--- src/rtl/tdm_mux_n.sv ---
// N-channel registered multiplexer with a manual select mode and a time-division
// scan mode that dwells DWELL cycles on each channel enabled in ch_mask.
module tdm_mux_n #(
  parameter int N_CH  = 4,
  parameter int WIDTH = 8,
  parameter int DWELL = 4,
  localparam int SEL_W = (N_CH > 2) ? $clog2(N_CH) : 1
) (
  input  logic                    clk,
  input  logic                    rst,
  input  logic                    en,
  input  logic                    mode,
  input  logic [SEL_W-1:0]        sel,
  input  logic [N_CH-1:0]         ch_mask,
  input  logic [N_CH*WIDTH-1:0]   din,
  output logic [WIDTH-1:0]        dout,
  output logic [SEL_W-1:0]        dout_ch,
  output logic                    dout_valid,
  output logic                    ch_start
);

  localparam int CNT_W = $clog2(DWELL + 1);
  localparam logic [CNT_W-1:0] CNT_LAST = CNT_W'(DWELL - 1);
  localparam logic [SEL_W-1:0] SEL_ZERO = {SEL_W{1'b0}};
  localparam logic [CNT_W-1:0] CNT_ZERO = {CNT_W{1'b0}};

  typedef enum logic [1:0] {
    S_MAN   = 2'd0,
    S_SCAN  = 2'd1,
    S_EMPTY = 2'd2
  } state_e;

  state_e            state_q, state_d;
  logic [SEL_W-1:0]  cur_q, cur_d;
  logic [CNT_W-1:0]  cnt_q, cnt_d;
  logic [WIDTH-1:0]  dout_q, dout_d;
  logic [SEL_W-1:0]  dout_ch_q, dout_ch_d;
  logic              dout_valid_q, dout_valid_d;
  logic              ch_start_q, ch_start_d;

  logic [WIDTH-1:0]  din_a [N_CH];
  logic              sel_ok_s;
  logic              mask_any_s;

  // Channel after idx in index order, wrapping at N_CH-1.
  function automatic logic [SEL_W-1:0] wrap_inc(input logic [SEL_W-1:0] idx);
    return (int'(idx) >= N_CH - 1) ? SEL_ZERO : idx + 1'b1;
  endfunction

  // First enabled channel at or above start, wrapping; out-of-range start searches from 0.
  function automatic logic [SEL_W-1:0] find_from(input logic [N_CH-1:0] mask,
                                                 input logic [SEL_W-1:0] start);
    logic [SEL_W-1:0] hi;
    logic [SEL_W-1:0] lo;
    logic             hit;
    int               s;
    s   = (int'(start) < N_CH) ? int'(start) : 0;
    hi  = SEL_ZERO;
    lo  = SEL_ZERO;
    hit = 1'b0;
    for (int i = N_CH - 1; i >= 0; i--) begin
      lo  = mask[i] ? SEL_W'(i) : lo;
      hi  = (mask[i] && (i >= s)) ? SEL_W'(i) : hi;
      hit = (mask[i] && (i >= s)) ? 1'b1 : hit;
    end
    return hit ? hi : lo;
  endfunction

  // Unpack the flat channel bus into an indexable array.
  always_comb begin
    for (int i = 0; i < N_CH; i++) begin
      din_a[i] = din[i*WIDTH +: WIDTH];
    end
  end

  assign sel_ok_s   = (int'(sel) < N_CH);
  assign mask_any_s = (ch_mask != {N_CH{1'b0}});

  // Next-state and next-output decode; priority is en, then mode, then mask, then dwell.
  always_comb begin
    state_d      = state_q;
    cur_d        = cur_q;
    cnt_d        = cnt_q;
    dout_d       = dout_q;
    dout_ch_d    = dout_ch_q;
    dout_valid_d = 1'b0;
    ch_start_d   = 1'b0;

    if (!en) begin
      dout_valid_d = 1'b0;
    end else if (!mode) begin
      state_d   = S_MAN;
      cnt_d     = CNT_ZERO;
      dout_ch_d = sel;
      if (sel_ok_s) begin
        dout_d       = din_a[sel];
        dout_valid_d = 1'b1;
        // A new visit starts on a channel change or after any gap in valid manual output.
        ch_start_d   = (sel != dout_ch_q) || !dout_valid_q || (state_q != S_MAN);
      end else begin
        dout_d       = {WIDTH{1'b0}};
        dout_valid_d = 1'b0;
      end
    end else begin
      case (state_q)
        S_MAN: begin
          cnt_d = CNT_ZERO;
          if (mask_any_s) begin
            state_d = S_SCAN;
            cur_d   = find_from(ch_mask, sel);
          end else begin
            state_d = S_EMPTY;
          end
        end
        S_SCAN: begin
          if (!mask_any_s) begin
            state_d = S_EMPTY;
          end else if (!ch_mask[cur_q]) begin
            // Current channel was withdrawn: skip it without emitting a sample.
            cur_d = find_from(ch_mask, wrap_inc(cur_q));
            cnt_d = CNT_ZERO;
          end else begin
            dout_d       = din_a[cur_q];
            dout_ch_d    = cur_q;
            dout_valid_d = 1'b1;
            ch_start_d   = (cnt_q == CNT_ZERO);
            if (cnt_q == CNT_LAST) begin
              cnt_d = CNT_ZERO;
              cur_d = find_from(ch_mask, wrap_inc(cur_q));
            end else begin
              cnt_d = cnt_q + 1'b1;
            end
          end
        end
        S_EMPTY: begin
          if (mask_any_s) begin
            state_d = S_SCAN;
            cur_d   = find_from(ch_mask, cur_q);
            cnt_d   = CNT_ZERO;
          end else begin
            state_d = S_EMPTY;
          end
        end
        default: begin
          state_d = S_MAN;
          cur_d   = SEL_ZERO;
          cnt_d   = CNT_ZERO;
        end
      endcase
    end
  end

  // State and output registers.
  always_ff @(posedge clk or posedge rst) begin
    if (rst) begin
      state_q      <= S_MAN;
      cur_q        <= SEL_ZERO;
      cnt_q        <= CNT_ZERO;
      dout_q       <= {WIDTH{1'b0}};
      dout_ch_q    <= SEL_ZERO;
      dout_valid_q <= 1'b0;
      ch_start_q   <= 1'b0;
    end else begin
      state_q      <= state_d;
      cur_q        <= cur_d;
      cnt_q        <= cnt_d;
      dout_q       <= dout_d;
      dout_ch_q    <= dout_ch_d;
      dout_valid_q <= dout_valid_d;
      ch_start_q   <= ch_start_d;
    end
  end

  assign dout       = dout_q;
  assign dout_ch    = dout_ch_q;
  assign dout_valid = dout_valid_q;
  assign ch_start   = ch_start_q;

endmodule

--- config.mk ---
export PLATFORM = sky130hd
export DESIGN_NAME = tdm_mux_n
export DESIGN_NICKNAME = d
export VERILOG_FILES = /design/src/rtl/tdm_mux_n.sv
export SDC_FILE = /design/constraint.sdc
export NUM_CORES = 1
export LEC_CHECK = 0
export CAP_MARGIN = 25
export CORE_MARGIN = 3
export CORE_UTILIZATION = 42
export CTS_CLUSTER_DIAMETER = 80
export CTS_CLUSTER_SIZE = 12
export DETAILED_ROUTE_END_ITERATION = 16
export PLACE_DENSITY = 0.77
export SLEW_MARGIN = 20
export SYNTH_ARGS = -nofsm -noshare
export SYNTH_HDL_FRONTEND = slang
export SYNTH_SLANG_ARGS = --single-unit
--- constraint.sdc ---
create_clock -name clk -period 2 [get_ports clk]
set_clock_uncertainty 0.2 [all_clocks]
set_input_delay 0.4 -clock clk [delete_from_list [all_inputs] [get_ports clk]]
set_output_delay 0.4 -clock clk [all_outputs]
set_load 0.005 [all_outputs]
# Yosys cells after proc, flatten, opt, wreduce, memory -nomap -nowiden
# Cells that the tools add are included.
# totals
word_cells,128
input_bits,42
ff_bits,19
out_inout_bits,12
# op_classes
reduce_logical,21
eq_ne,14
n_addsub,2
n_lt_le_gt_ge,13
n_bitwise,2
mux,69
# ops
operator,count
2-to-1 mux 8 bit,8
2-to-1 mux 2 bit,29
binary-select mux 8 bit (select 2 bit),2
2-to-1 mux 1 bit,21
2-to-1 mux 3 bit,5
"greater-or-equal comparator 1 x 2 -> 1 bit, first input constant",6
"inequality test 3 bit, second input constant",4
logical AND 1 bit,9
"greater-or-equal comparator 2 bit, first input constant",3
"greater-or-equal comparator 3 bit, second input constant",2
"inequality test 2 x 1 -> 1 bit, second input constant",3
"inequality test 2 bit, second input constant",3
NOT 2 -> 3 bit,2
case mux 2 bit (3 select lines),1
case mux 3 bit (2 select lines),1
AND reduction 6 bit,1
case mux 2 bit (2 select lines),1
AND reduction 4 bit,1
nonzero test 4 bit,1
"adder 3 x 1 -> 3 bit, second input constant",1
"equality test 3 x 2 -> 1 bit, second input constant",1
zero test 3 bit,1
"< comparator 2 x 3 -> 1 bit, second input constant",1
AND reduction 3 bit,1
other kinds (12),13

# Logic depth before layout (Yosys ltp)
# Gate-level depths: netlist of run 1.
# logic_depth
word_depth,12
ltp_mapped,9
ltp_nobuf,7

# Worst setup path before layout of run 1
# OpenSTA, ideal clock, no wires.
# synth_path
kind,reg2reg
from,reg cur_q[1]
to,reg cur_q[1]
t_required_ns,1.675
path_stages_with_launch,10
path_slack_ns,-0.085
setup_time_ns,0.125
n_path_buf,2
t_arrival_ns,1.760
period_less_slack_ns,2.085
cell_sequence,dfrtp_1 buf_6 clkbuf_1 inv_1 ha_1 nor2b_1 nor2_1 nand2_1 o221ai_1 mux2_4
# synth_via
elab_chain_len,12
word_cells_on_any_way,38
cone_classes,add/sub (1); order compare (7); eq/ne (1); mux (22); reduce/logical (7)
# synth_lines
item,line,source
start: declaration,34,"logic [SEL_W-1:0] cur_q, cur_d;"
start signal: assignment,165,cur_q <= cur_d;
adder 2 x 1 -> 2 bit / greater-or-equal comparator 2 bit (equally long branches),47,return (int'(idx) >= N_CH - 1) ? SEL_ZERO : idx + 1'b1;
2-to-1 mux 2 bit,47,
greater-or-equal comparator 2 bit,"63, 64",
logical AND 1 bit,"63, 64",
2-to-1 mux 2 bit / 2-to-1 mux 1 bit (equally long branches) (3 in series),"63, 64",
2-to-1 mux 2 bit,66,return hit ? hi : lo;
2-to-1 mux 2 bit,127,if (cnt_q == CNT_LAST) begin
2-to-1 mux 2 bit,118,end else if (!ch_mask[cur_q]) begin
2-to-1 mux 2 bit,116,if (!mask_any_s) begin
case mux 2 bit (3 select lines),105,case (state_q)
# Several ways; a longest one is shown, not always the timed one. The select of a mux whose other input is x is not followed.
# A chain may end at the register's enable or synchronous reset.

# Worst setup path in the final report of run 1
# layout_path
from,reg cur_q[0]
to,reg cur_q[0]
# Same word-level chain as after synthesis.

==> impl_metrics.prom, run 1 <==
# TYPE chip_impl_metric gauge
chip_impl_info{name="outcome",value="complete, no violations"} 1
chip_impl_info{name="regToRegEndpoint",value="cur_q[0]"} 1
chip_impl_metric{name="drt-initial-drc-count",unit=""} 113
chip_impl_info{name="crit_path_start_kind",value="flip-flop"} 1
chip_impl_metric{name="port_buffers",unit=""} 53
chip_impl_metric{name="core-area",unit="sq mm"} 0.003744
chip_impl_metric{name="postSynthNetCount",unit=""} 211
chip_impl_metric{name="clock_latency",unit="ns"} 0.26
chip_impl_metric{name="final_net_count",unit=""} 283
chip_impl_metric{name="drt_first_pass_iters",unit=""} 4
chip_impl_metric{name="crit_cells",unit=""} 7
chip_impl_metric{name="critical_path_buf_inv_count",unit=""} 1
chip_impl_metric{name="grt_antenna_before_repair",unit=""} 0
chip_impl_metric{name="global_route.overflow_total",unit=""} 0
chip_impl_metric{name="drt.antenna.violating_nets",unit=""} 0
chip_impl_info{name="cp_cell_sequence",value="inv_1 -> ha_1 -> nand2b_1 -> a21oi_1 -> o21ai_0 -> a211oi_2 -> o21ai_0"} 1
chip_impl_metric{name="setup_viol",unit=""} 0
chip_impl_metric{name="drc",unit=""} 0
chip_impl_metric{name="post_cts_buffers",unit=""} 0
chip_impl_info{name="setup.worst_path.end_class",value="flip-flop"} 1
chip_impl_metric{name="synth.ff_latch_count",unit=""} 19
chip_impl_metric{name="maxClockFrequency",unit="MHz"} 520.0
chip_impl_metric{name="grt_pass1_wl",unit="mm"} 6.610
chip_impl_info{name="dominantRegCellSynth",value="dfrtp_1"} 1
chip_impl_metric{name="synth_enable_flop_cells",unit=""} 0
chip_impl_metric{name="globalRouteMet3Util",unit="%"} 1.783
chip_impl_metric{name="share_of_the_cycle_needed_by_the_critical_path_after_routing",unit="%"} 96.15
chip_impl_metric{name="worst_ir_drop_vdd",unit="mV"} 0.3512
chip_impl_metric{name="critical_path.max_fanout",unit=""} 6
chip_impl_metric{name="fin_util",unit="%"} 66.84
chip_impl_metric{name="synthToLayoutAreaGrowth",unit="%"} 50.60
chip_impl_metric{name="via_count",unit=""} 1552
chip_impl_metric{name="finalWeightedCongestion",unit=""} 0.9127
chip_impl_metric{name="grt_start_max_net_pins",unit=""} 23
chip_impl_metric{name="netlist_instances",unit=""} 163
chip_impl_metric{name="worstRegToRegCells",unit=""} 7
chip_impl_metric{name="htreeDepth",unit=""} 1
chip_impl_info{name="critPathMostFrequentCell",value="o21ai_0"} 1
chip_impl_metric{name="initial_core_util",unit="%"} 44.39
chip_impl_metric{name="cts_sinks",unit=""} 19
chip_impl_info{name="min-delay-path-class",value="in2async"} 1
chip_impl_metric{name="route.final.wire_length",unit="mm"} 4.302
chip_impl_metric{name="cts.reportedPaths.clkPinSlew",unit="ns"} 0.08
chip_impl_info{name="critical_path.top_delay_family",value="compound AO/OA/AOI/OAI gates"} 1
chip_impl_metric{name="design.die.area",unit="sq mm"} 0.004747
chip_impl_metric{name="finalHoldViolCount",unit=""} 0
chip_impl_metric{name="number_of_global_route_vias_before_repair",unit=""} 1494
chip_impl_metric{name="power.leakage",unit="uW"} 0.001083
chip_impl_metric{name="syn_area",unit="sq mm"} 0.001662
chip_impl_metric{name="syn_area_per_cell",unit="sq um"} 10.19
chip_impl_info{name="critPathSlowestCell",value="dfrtp_1"} 1
chip_impl_metric{name="finalPower",unit="uW"} 1873
chip_impl_metric{name="worst_pin_slew",unit="ns"} 0.3174
chip_impl_metric{name="layout_min_cycle_time",unit="ns"} 1.923
chip_impl_metric{name="die_w",unit="um"} 68.90
chip_impl_metric{name="global_route.usage.met2",unit="%"} 33.21
chip_impl_metric{name="number_of_clock_buffers_inserted_by_tritoncts",unit=""} 3
chip_impl_metric{name="cts_buffer_depth",unit=""} 2
chip_impl_metric{name="fraction_of_layout_cells_with_a_size_suffix_above_1",unit="%"} 24.79
chip_impl_metric{name="maxCapViolCount",unit=""} 0
chip_impl_metric{name="routed_via_density",unit=""} 5.504
chip_impl_metric{name="worst_path_largest_cell_delay",unit="ns"} 0.46
chip_impl_metric{name="ioPinCount",unit=""} 54
chip_impl_metric{name="globalRouteTotalUtil",unit="%"} 18.83
chip_impl_info{name="critPathKind",value="reg2reg"} 1
chip_impl_metric{name="timing.critical_path.arrival",unit="ns"} 1.87
chip_impl_metric{name="max_slew_margin",unit="%"} 78.76
chip_impl_metric{name="power.density_cell_area",unit="mW/mm^2"} 748.4
chip_impl_info{name="clock_tree.root_cell",value="clkbuf_8"} 1
chip_impl_metric{name="warnings_from_yosys",unit=""} 0
chip_impl_metric{name="yosysSeqAreaShare",unit="%"} 28.61
chip_impl_metric{name="num_antenna_cells",unit=""} 0
chip_impl_info{name="worst_setup_path_endpoint",value="cur_q[0]"} 1
chip_impl_metric{name="std_cell_rows",unit=""} 22
chip_impl_info{name="tritoncts",value="yes"} 1
chip_impl_metric{name="slew_violations",unit=""} 0
chip_impl_metric{name="yosys.cell_types.count",unit=""} 42
chip_impl_info{name="critPathLaunch",value="cur_q[0]"} 1
chip_impl_metric{name="fin_worst_hold_slack",unit="ns"} 0.2568
chip_impl_metric{name="hpwlAfterDp",unit="mm"} 3.474
chip_impl_info{name="unrepaired_setup_endpoints_after_global_routing",value="no"} 1
chip_impl_metric{name="r2r_slack",unit="ns"} 0.08
chip_impl_metric{name="globalRouteMet1Util",unit="%"} 24.15
chip_impl_metric{name="wire_per_inst",unit="um"} 15.26
chip_impl_info{name="most_heavily_used_metal_layer_in_global_routing",value="met2"} 1
chip_impl_metric{name="chip_height",unit="um"} 68.90
chip_impl_metric{name="cp_data_required_time",unit="ns"} 1.95
chip_impl_info{name="worstReg2RegStart",value="cur_q[0]"} 1
chip_impl_metric{name="async_flop_share",unit="%"} 100.0
-- cells by family (layout without fill, tap and decap cells) --
logic type               count (synthesis)  in the layout  synth area share, %
flip-flops                              19             19                28.61
XOR/XNOR                                 2              2                1.054
buffers and inverters                   22             93                6.174
AO/OA/AOI/OAI                           40             40                14.99
adder cells (fa/ha/maj)                  6              6                4.518
multiplexers                            29             29                29.82
AND/OR/NAND/NOR                         45             45                14.83
-- placed cells by master, fill, tap and decap left out, types with 4 or more instances in the layout --
cell type,n
nand2_1,19
mux2i_1,12
dlymetal6s2s_1,4
ha_1,6
o21ai_0,13
dfrtp_1,18
buf_4,22
clkdlybuf4s50_1,48
nor2b_1,4
a21oi_1,6
inv_1,9
mux4_2,16
o21ai_1,8
-- flip-flops by register name (all words and copies together) (netlist names) --
register / count
ch_start: 1
cnt_q: 3
cur_q: 2
dout: 8
dout_ch: 2
dout_valid: 1
state_q: 2
-- Yosys cell counts, types with 4 or more instances --
| library cell | instances | area (sq um) |
|---|---|---|
| dfrtp_1 | 19 | 475.5 |
| a21oi_1 | 6 | 30.03 |
| nand2_1 | 19 | 71.32 |
| o21ai_1 | 9 | 45.04 |
| mux4_2 | 16 | 360.4 |
| nor2b_1 | 4 | 25.02 |
| buf_2 | 10 | 50.05 |
| ha_1 | 6 | 75.07 |
| inv_1 | 9 | 33.78 |
| o21ai_0 | 13 | 65.06 |
| mux2i_1 | 12 | 120.1 |
-- timing repair --
action,in CTS,in global routing
setup endpoints to repair,3,13
resized for setup,1,10
pin swaps,0,2
gates cloned,0,0
hold buffers,0,0
-- power by group --
group | internal [uW] | leakage, uW | total (uW) | switching, uW
sequential | 486 | 0.000241 | 581 | 94.5
clock | 141 | 0.0000217 | 282 | 141
combinational | 603 | 0.000820 | 1010 | 407
total | 1230 | 0.00108 | 1870 | 643
-- stage by stage --
step | setup TNS (ns) | std cells | instance area (sq um) | setup WS [ns]
2_1_floorplan | 0 | 163 | 1663 | 0.006782
3_3_place_gp | -3.517 | 278 | 2420 | -0.2698
3_5_place_dp | -3.841 | 278 | 2420 | -0.2864
4_1_cts | -0.004874 | 282 | 2467 | -0.003644
5_1_grt | 0 | 282 | 2502 | 0.01215
6_report | 0 | 282 | 2502 | 0.07703
-- cell type report --
type	count	area, sq um
Fill cell	318	1241
Timing Repair Buffer	79	775.7
Sequential cell	19	476.7
Multi-Input combinational cell	122	1104
Tap cell	48	60.06
Clock inverter	1	7.507
Inverter	10	37.54
Clock buffer	3	41.29
-- layer usage --
layer / part of all wire [%] / wire [um]
met1: 42 / 1799
met2: 53 / 2263
met3: 4.1 / 178
met4: 1.4 / 61
met5: 0 / 0
-- worst min path at each step --
stage	from	depth (start not counted)	slack [ns]	endpoint
floorplan	rst	1	0.15	ch_start
detailed placement	dout[4]	2	0.29	dout[4]
global route	rst	3	0.31	dout_valid
CTS	rst	3	0.27	dout_valid
finish	rst	3	0.26	dout_valid
global placement	dout[6]	2	0.26	dout[6]
-- worst register-to-register path, stage by stage, from the launching register on --
cell and delay (ns):
dfrtp_1 0.46, inv_1 0.09, ha_1 0.21, nand2b_1 0.17, a21oi_1 0.18, o21ai_0 0.13, a211oi_2 0.25, o21ai_0 0.11
Power figures use the tool's default switching activity.
==> run 2, diff against run 1 <==
--- a/config.mk
+++ b/config.mk
@@ -6,12 +6,14 @@
 export NUM_CORES = 1
 export LEC_CHECK = 0
 export CAP_MARGIN = 25
+export CELL_PAD_IN_SITES_DETAIL_PLACEMENT = 0
+export CELL_PAD_IN_SITES_GLOBAL_PLACEMENT = 1
 export CORE_MARGIN = 3
-export CORE_UTILIZATION = 42
+export CORE_UTILIZATION = 31
 export CTS_CLUSTER_DIAMETER = 80
 export CTS_CLUSTER_SIZE = 12
 export DETAILED_ROUTE_END_ITERATION = 16
-export PLACE_DENSITY = 0.77
+export PLACE_DENSITY = 0.75
 export SLEW_MARGIN = 20
 export SYNTH_ARGS = -nofsm -noshare
 export SYNTH_HDL_FRONTEND = slang
==> impl_metrics.prom, run 2 (synthesis gave the netlist of run 1 again) <==
# TYPE chip_impl_metric gauge
chip_impl_info{name="outcome",value="complete, no violations"} 1
chip_impl_metric{name="route.final.wire_length",unit="mm"} 4.467
chip_impl_info{name="min-delay-path-class",value="in2async"} 1
chip_impl_metric{name="chip_height",unit="um"} 79.21
chip_impl_metric{name="final_net_count",unit=""} 288
chip_impl_metric{name="finalWeightedCongestion",unit=""} 0.7666
chip_impl_metric{name="drt_first_pass_iters",unit=""} 4
chip_impl_metric{name="cts_hold_buffers",unit=""} 0
chip_impl_metric{name="largest_register_ff_count",unit=""} 8
chip_impl_metric{name="timing.critical_path.arrival",unit="ns"} 1.85
chip_impl_metric{name="cts_buffer_depth",unit=""} 2
chip_impl_metric{name="setup_viol",unit=""} 0
chip_impl_metric{name="num_antenna_cells",unit=""} 0
chip_impl_metric{name="cts_sinks",unit=""} 19
chip_impl_metric{name="ioPinCount",unit=""} 54
chip_impl_info{name="clock_tree.root_cell",value="clkbuf_8"} 1
chip_impl_metric{name="finalHoldViolCount",unit=""} 0
chip_impl_info{name="crit_path_start_kind",value="primary input"} 1
chip_impl_metric{name="post_cts_buffers",unit=""} 0
chip_impl_info{name="maxUsedRoutingLayer",value="met4"} 1
chip_impl_metric{name="slew_violations",unit=""} 0
chip_impl_metric{name="drc",unit=""} 0
chip_impl_metric{name="grt_pass1_wl",unit="mm"} 7.472
chip_impl_metric{name="power.leakage",unit="uW"} 0.001103
chip_impl_metric{name="critical_path.max_fanout",unit=""} 3
chip_impl_metric{name="maxClockFrequency",unit="MHz"} 524.1
chip_impl_metric{name="fin_util",unit="%"} 49.88
chip_impl_info{name="critPathLaunch",value="ch_mask[3]"} 1
chip_impl_info{name="layout_common_cells",value="clkdlybuf4s50_1 (49), buf_4 (28), nand2_1 (19), dfrtp_1 (17), mux4_2 (16)"} 1
chip_impl_metric{name="htreeDepth",unit=""} 1
chip_impl_info{name="tritoncts",value="yes"} 1
chip_impl_info{name="setup.worst_path.end_class",value="flip-flop"} 1
chip_impl_metric{name="wl_met1",unit="mm"} 1.959
chip_impl_metric{name="die_w",unit="um"} 79.21
chip_impl_metric{name="worst_pin_slew",unit="ns"} 0.3561
chip_impl_metric{name="power.density_cell_area",unit="mW/mm^2"} 736.7
chip_impl_metric{name="n_fill_cell",unit=""} 514
chip_impl_metric{name="finalPower",unit="uW"} 1889
chip_impl_metric{name="fin_setup_tns",unit="ns"} 0
chip_impl_metric{name="detailroute.wirelength.met3",unit="um"} 112
chip_impl_metric{name="fraction_of_layout_cells_with_a_size_suffix_above_1",unit="%"} 25.94
chip_impl_metric{name="global_route.overflow_total",unit=""} 0
chip_impl_metric{name="share_of_the_cycle_needed_by_the_critical_path_after_routing",unit="%"} 95.41
chip_impl_metric{name="port_buffers",unit=""} 53
chip_impl_metric{name="max_slew_margin",unit="%"} 76.01
chip_impl_metric{name="hpwlAfterDp",unit="mm"} 3.710
chip_impl_metric{name="worst_ir_drop_vdd",unit="mV"} 0.3025
chip_impl_info{name="critPathKind",value="in2reg"} 1
chip_impl_metric{name="grt_start_max_net_pins",unit=""} 20
chip_impl_metric{name="globalRouteTotalUtil",unit="%"} 15.08
chip_impl_metric{name="grt_antenna_before_repair",unit=""} 0
chip_impl_metric{name="cp_data_required_time",unit="ns"} 1.94
chip_impl_metric{name="worstRegToRegCells",unit=""} 7
chip_impl_metric{name="layout_min_cycle_time",unit="ns"} 1.908
chip_impl_metric{name="synthToLayoutAreaGrowth",unit="%"} 54.29
chip_impl_info{name="final_common_cell",value="clkdlybuf4s50_1"} 1
chip_impl_metric{name="drt.antenna.violating_nets",unit=""} 0
chip_impl_metric{name="fin_worst_hold_slack",unit="ns"} 0.2752
chip_impl_metric{name="routed_via_density",unit=""} 4.981
chip_impl_info{name="unrepaired_setup_endpoints_after_global_routing",value="no"} 1
chip_impl_metric{name="via_count",unit=""} 1539
chip_impl_info{name="worstReg2RegStart",value="cur_q[1]"} 1
chip_impl_metric{name="maxCapViolCount",unit=""} 0
chip_impl_metric{name="clock_latency",unit="ns"} 0.25
chip_impl_metric{name="wire_per_inst",unit="um"} 14.46
chip_impl_metric{name="core-area",unit="sq mm"} 0.005140
chip_impl_metric{name="cts.reportedPaths.clkPinSlew",unit="ns"} 0.07
chip_impl_metric{name="number_of_clock_buffers_inserted_by_tritoncts",unit=""} 3
chip_impl_metric{name="met2WireLength",unit="mm"} 2.346
chip_impl_metric{name="initial_core_util",unit="%"} 32.33
chip_impl_metric{name="std_cell_rows",unit=""} 26
chip_impl_metric{name="number_of_global_route_vias_before_repair",unit=""} 1561
chip_impl_metric{name="drt-initial-drc-count",unit=""} 85
chip_impl_metric{name="design.die.area",unit="sq mm"} 0.006274
[run 2: changes by cell type in the layout (fill, tap and decap cells not counted), sizes merged]
cell	delta
buf	+5
clkinvlp	-1
clkdlybuf4s50	+1
dlygate4sd2	-1
clkbuf	+1
[run 2: layout make-up]
| cell class | instances | area [sq um] | area share (%) |
|---|---|---|---|
| Tap cell | 70 | 87.58 | 3.416 |
| Timing Repair Buffer | 84 | 810.8 | 31.63 |
| Multi-Input combinational cell | 122 | 1105 | 43.09 |
| Sequential cell | 19 | 478.0 | 18.64 |
| Clock buffer | 4 | 45.04 | 1.757 |
| Inverter | 10 | 37.54 | 1.464 |
[run 2: timing repair]
item | in CTS | in global routing
endpoints found under the hold margin | 0 | 0
gates resized for setup | 0 | 11
setup endpoints to repair | 0 | 8
[run 2: worst paths after layout]
check	end	slack (ns)
setup / recovery	cur_q[1]	0.09
hold / removal	dout[0]	0.28
setup reg to reg	cur_q[0]	0.13
hold reg to reg	dout[4]	0.28
max in group asynchronous	cur_q[0]	1.10
min in group clk	dout[4]	0.28
[run 2: power by group]
group	switching, uW	internal [uW]	leakage (uW)	total [uW]
combinational	420	626	0.000841	1050
sequential	87.5	488	0.000239	575
clock	126	141	0.0000228	268
total	634	1260	0.00110	1890
[run 2: per-layer routing]
layer,track usage (%),vias to the layer above
li1,-,764
met1,20.11,742
met2,25.93,29
met3,1.247,4
met4,4.639,0
met5,0,-
[run 2: through the flow]
stage | std cells | instance area (sq um) | setup WS [ns]
floorplan | 163 | 1663 | 0.006782
global placement | 305 | 2485 | -0.2249
detailed placement | 305 | 2485 | -0.2829
CTS | 309 | 2530 | 0.006702
global route | 309 | 2564 | 0.001613
finish | 309 | 2564 | 0.09179
[run 2: critical path, stage by stage]
cell and delay (ns):
clkdlybuf4s50_1 0.45, mux2i_1 0.20, o22ai_2 0.13, a221o_1 0.36
mux2_4 0.31
